--- src/rtl/pc_sequencer.sv ---
// Program-counter and fetch sequencer: fetches the instruction at pc over a req/ack
// handshake, holds it for execute, and forms the next pc from the Branch_Control select.
module pc_sequencer #(
    parameter int                     PC_WIDTH    = 32,
    parameter int                     INSTR_WIDTH = 32,
    parameter logic [PC_WIDTH-1:0]    RESET_PC    = '0,
    parameter int                     PC_STEP     = 4,
    parameter int                     CNT_WIDTH   = 32
) (
    input  logic                   clk,
    input  logic                   rst_n,
    output logic                   imem_req,
    output logic [PC_WIDTH-1:0]    imem_addr,
    input  logic                   imem_ack,
    input  logic [INSTR_WIDTH-1:0] imem_rdata,
    output logic [INSTR_WIDTH-1:0] instr,
    output logic                   instr_valid,
    output logic [PC_WIDTH-1:0]    pc,
    input  logic                   resolve,
    input  logic [1:0]             branch_control_out,
    input  logic [PC_WIDTH-1:0]    branch_offset,
    input  logic [PC_WIDTH-1:0]    reg_target,
    input  logic                   stall,
    input  logic                   halt_req,
    output logic                   halted,
    output logic                   sel_err,
    output logic                   align_err,
    output logic [CNT_WIDTH-1:0]   retired
);

    // Handshake: imem_req stays high with a stable imem_addr until a cycle with imem_ack;
    // an instruction is consumed in a cycle with instr_valid=1, resolve=1 and stall=0.

    typedef enum logic [1:0] {BOOT, FETCH, EXEC, HALTED} state_t;

    localparam logic [PC_WIDTH-1:0] STEP       = PC_WIDTH'(PC_STEP);
    localparam logic [PC_WIDTH-1:0] ALIGN_MASK = STEP - PC_WIDTH'(1);

    state_t              state;
    state_t              state_nx;
    logic                accept;
    logic                misaligned;
    logic [PC_WIDTH-1:0] next_pc;

    assign accept = (state == EXEC) && resolve && !stall;

    always_comb begin
        next_pc = pc + STEP;
        case (branch_control_out)
            2'b01:   next_pc = pc + branch_offset;
            2'b10:   next_pc = reg_target;
            default: next_pc = pc + STEP;
        endcase
    end

    // With PC_STEP=1 the mask is zero and nothing is ever misaligned.
    assign misaligned = |(next_pc & ALIGN_MASK);

    always_ff @(posedge clk or negedge rst_n) begin
        if (!rst_n) state <= BOOT;
        else        state <= state_nx;
    end

    always_comb begin
        state_nx = state;
        case (state)
            BOOT:   state_nx = FETCH;
            FETCH:  if (imem_ack) state_nx = EXEC;
            EXEC: begin
                if (accept) begin
                    if (halt_req || misaligned) state_nx = HALTED;
                    else                        state_nx = FETCH;
                end
            end
            HALTED: state_nx = HALTED;
            default: state_nx = BOOT;
        endcase
    end

    assign imem_req    = (state == FETCH);
    assign imem_addr   = pc;
    assign instr_valid = (state == EXEC);
    assign halted      = (state == HALTED);

    always_ff @(posedge clk or negedge rst_n) begin
        if (!rst_n) begin
            pc        <= RESET_PC;
            instr     <= '0;
            retired   <= '0;
            sel_err   <= 1'b0;
            align_err <= 1'b0;
        end else begin
            if ((state == FETCH) && imem_ack) instr <= imem_rdata;
            if (accept) begin
                retired <= retired + CNT_WIDTH'(1);
                if (branch_control_out == 2'b11) sel_err <= 1'b1;
                // pc keeps the last executed instruction when the sequencer stops.
                if (!halt_req) begin
                    if (misaligned) align_err <= 1'b1;
                    else            pc        <= next_pc;
                end
            end
        end
    end

endmodule

--- config.mk ---
export PLATFORM = sky130hd
export DESIGN_NAME = pc_sequencer
export DESIGN_NICKNAME = d
export VERILOG_FILES = /design/src/rtl/pc_sequencer.sv
export SDC_FILE = /design/constraint.sdc
export NUM_CORES = 1
export LEC_CHECK = 0
export BUFFER_PORTS_ARGS = -buffer_cell sky130_fd_sc_hd__buf_2
export CAP_MARGIN = 10
export CORE_MARGIN = 5
export CORE_UTILIZATION = 44
export DETAILED_ROUTE_END_ITERATION = 8
export GPL_ROUTABILITY_DRIVEN = 0
export PLACE_DENSITY_LB_ADDON = 0.15
export SLEW_MARGIN = 20
export SYNTH_ARGS = -nofsm -noshare
export SYNTH_HDL_FRONTEND = slang
export SYNTH_SLANG_ARGS = --single-unit
--- constraint.sdc ---
create_clock -name clk -period 3.8 [get_ports clk]
set_input_delay 0.76 -clock clk [delete_from_list [all_inputs] [get_ports clk]]
set_output_delay 0.76 -clock clk [all_outputs]
set_load 0.01 [all_outputs]
[Word level (Yosys, flattened, before mapping)]
Cells that the tools add are included.
Storage, ports and cells
  word-level logic and storage cells: 35
  flip-flop bits (word level): 100
Operators by class
  multiplexer cells: 5
  equality and inequality tests: 8
  add/sub/neg operators: 3
  bitwise logic cells: 2
  reduce and logical (&&, ||, !) cells: 11
Operators with widths (count)
  case mux 32 bit (2 select lines): 1
  adder 32 x 1 -> 32 bit (second input constant): 1
  adder 32 x 3 -> 32 bit (second input constant): 1
  adder 32 bit: 1
  equality test 2 bit (second input constant): 4
  case mux 2 bit (4 select lines): 1
  2-to-1 mux 2 bit: 3
  AND reduction 3 bit: 2
  equality test 2 x 1 -> 1 bit (second input constant): 2
  inequality test 2 x 1 -> 1 bit (second input constant): 2
  AND reduction 2 bit: 2
  logical AND 1 bit: 3
  logical NOT 2 bit: 1
  NOT 1 bit: 2
  OR reduction 2 bit: 1
  logical NOT 1 bit: 1
  logical OR 1 bit: 1

[Depth between registers and ports, before layout]
  word-level depth: 7
  gate-level depth with buffers: 11

[Least setup slack after synthesis]
OpenSTA, ideal clock, no wires.
  path type: input to register
  from: input branch_offset[0]
  to: register pc[28], in the netlist imem_addr[28]
  library setup time: 118 ps
  required time: 3682 ps
  arrival: 2845 ps
  path slack: 837 ps
  cell stages on the path: 9
  buffers on the path: 0
  path through: ha_1 -> fa_1 -> a21o_1 -> and4_1 -> o21ai_0 -> a211oi_1 -> or3b_2 -> mux2i_1 -> a21o_1
Between the ends
  word-level cells in the longest chain between the ends: 5
RTL lines
  from (decl): line 21  | input logic [PC_WIDTH-1:0] branch_offset,
  adder 32 bit *: line 50  | 2'b01: next_pc = pc + branch_offset;
  case mux 32 bit (2 select lines) *: line 49  | case (branch_control_out)
  OR reduction 2 bit: line 57  | assign misaligned = |(next_pc & ALIGN_MASK);
  NOT 1 bit (no source line)
  AND reduction 3 bit (no source line)
  to (signal assigned): line 100  | else pc <= next_pc;
  to (decl): line 18  | output logic [PC_WIDTH-1:0] pc,
Mark *: on every way between the ends. The rest lies on a longest branch, timed or not.
A chain may end at the register's enable or synchronous reset.

[Worst setup path after layout]
  from: input branch_offset[0]
  to: register pc[18], in the netlist imem_addr[18]
The elaborated chain is that of the path after synthesis.

==> out/metrics.cfg <==
[status]
status = complete, no violations

[synth]
synthAdderAreaFrac = 0.0647
synthMuxAreaShare = 0.0594
synth_area_leader_cell = dfrtp_1
synth_edf_count = 0
synthFlopType = dfrtp_1
syn_nets = 960
synth_compound_area_frac = 0.199
syn_area_mm2 = 0.00727
synth-seq-area-share = 0.344
yosys-top-cells-count = 100 x dfrtp_1, 65 x a21oi_1, 57 x nand2_1, 57 x nor2_1, 55 x o21ai_0
yosysMostFrequentCell = dfrtp_1
synth_top_cell_area_share = 0.344
synth-xor-area-share = 0.0578
synth_cell_type_count = 77
synth_top_family_by_area = simple AND/OR/NAND/NOR gates
yosys.area_share.simple = 0.213
synthArstFlopShare = 1.00
avgSynthCellArea_um2 = 8.88
yosys_register_bits = 100
synthCells = 819
yosysWarnings = 0
yosys-top-cells-area = dfrtp_1 34%, ha_1 6.2%, mux2_2 5.1%

[global_routing]
antenna_found_initial = 0
grt_pass1_vias = 6897
grt_pass1_wl_mm = 37.4
grt_max_degree = 53
overflow = 0
grt_usage = 0.238

[cells_and_area]
fin_area_mm2 = 0.00880
final_core_util = 0.536
drive_gt1_frac = 0.314
area.growth.synth_to_final_pct = 21.0
fin_nets = 1158

[timing]
fin_tns_setup_ps = 0
skew_ps = 13.9
min_period_ps = 2980
slew_viol_final = 0
slew_headroom = 0.504
setup_viol = 0
period_share = 0.783
tightest_slew_ps = 744
fmax_mhz = 336
hold_violations = 0
rsz0062_at_grt = false

[worst_setup_path]
required_ps = 4080
worst-r2r-setup-slack_ps = 830
worst-path-max-fanout = 22
crit_arrival_ps = 3260
cp-start-kind = primary input
critPathCaptureType = flop
crit_type = in2reg

[place]
io_buffers = 236
placed_area_mm2 = 0.00848
hpwl_mm = 18.0

[pwr]
switching_share = 0.292
p_sw_uw = 771
p_leak_uw = 0.00449
power_frac_seq = 0.444
irDropWorstVdd_v = 0.000207
power_uw = 2640
powerDensity_mw_per_mm2 = 300
p_clk_frac = 0.377
p_comb_frac = 0.178
p_int_uw = 1870

[floorplan]
ioPinCount = 237
die-area_mm2 = 0.0192
start_util = 0.443
fp.coreArea_mm2 = 0.0164
die_y_um = 139
fp.dieW_um = 139
row_count = 47

[clock_tree]
cts_setup_buffers = 0
clkTransAtPathRegs_ps = 80
ctsLongestPathBuffers = 2
root_buffer = clkbuf_16
clock_sinks = 100
clk_latency_ps = 360
post_cts_resize_count = 0
numCtsBuffers = 9
postCtsHoldBufs = 0
cts_tree = yes
htree_levels = 3

[hold_path]
hold_class = reg2reg

[routing]
drt_pre_antenna_iters = 5
ant_nets = 0
totalWireLength_mm = 23.4
vias = 7120
top_layer = met4
post-route-drc-count = 0
post_drt_wl_per_cell_um = 18.8
vias_per_cell = 5.73
wl_met2_mm = 10.9
wl_met3_mm = 1.55
wl_met1_mm = 10.2
drtIter0Drc = 524

[job]
cap_viol_max_count = 0

-- metal layers --
metal  up-vias  track usage
li1       3420            -
met1      3371        0.319
met2       292        0.392
met3        37       0.0366
met4         0       0.0816
met5         -            0
-- power groups by stage --
stage	clock network [uW]	registers [uW]	logic, uW
3_5_place_dp	0	1200	472
4_1_cts	1020	1180	475
2_1_floorplan	0	1230	218
3_3_place_gp	0	1190	469
5_1_grt	1060	1190	517
6_report	997	1170	472
-- stage by stage --
step	cells	hold WS [ps]	setup slack [ps]
after floorplan	819	464	837
after global placement	1226	437	515
after detailed placement	1226	456	451
after CTS	1242	467	817
after global routing	1242	496	633
final	1243	464	824
-- final timing paths --
check / start / endpoint / cells after the start
setup / recovery: branch_offset[0] / imem_addr[18] / 10
hold / removal: retired[31] / retired[31] / 1
setup reg to reg: imem_addr[10] / imem_addr[25] / 8
hold reg to reg: retired[31] / retired[31] / 1
max in group asynchronous: rst_n / retired[26] / 2
min in group asynchronous: rst_n / retired[12] / 1
-- cell usage in the layout, fill, tap and decap left out, drive strengths merged, types with 9 or more instances in the layout --
master,count
a211oi,10
buf,252
dfrtp,100
and4,13
a21o,19
mux2,33
ha,36
nand3,48
nand2,57
xnor2,27
nor3,18
nand4,16
nor2,60
a21oi,65
clkbuf,9
inv,17
xor2,21
a31oi,10
a221oi,10
o21ai,55
and3,27
-- registers in the layout, indices dropped and copies added (netlist names) --
name / flops
align_err: 1
imem_addr: 32
instr: 32
retired: 32
sel_err: 1
state: 2
-- worst max-delay path: stages --
cell     delay, ps
buf_2          120
ha_1           200
fa_1           490
o21ai_0        110
a31oi_1        510
or2b_2         490
o21ai_0        160
a21oi_1        200
nand2_1         70
o21ai_0        150
-- final cells by class --
class	count	area [um2]
fillers	1561	7610
diodes	1	2.50
flip-flops and latches	100	2500
multi-input cells	640	4320
inverters	14	52.6
clock inverters	7	90.1
clock buffers	9	225
well taps	220	275
repair buffers	252	1330
-- cell families (layout without fill, tap and decap cells) --
group,Yosys count,after routing
and+or+nand+nor,290,290
AOI/OAI and AO/OA,226,226
DFF,100,100
buffers and inverters,79,282
xor gates and xnor gates,48,48
muxes,39,39
adders and majority gates,37,37
other,0,1
No activity file was read; power rests on OpenSTA's default activity.
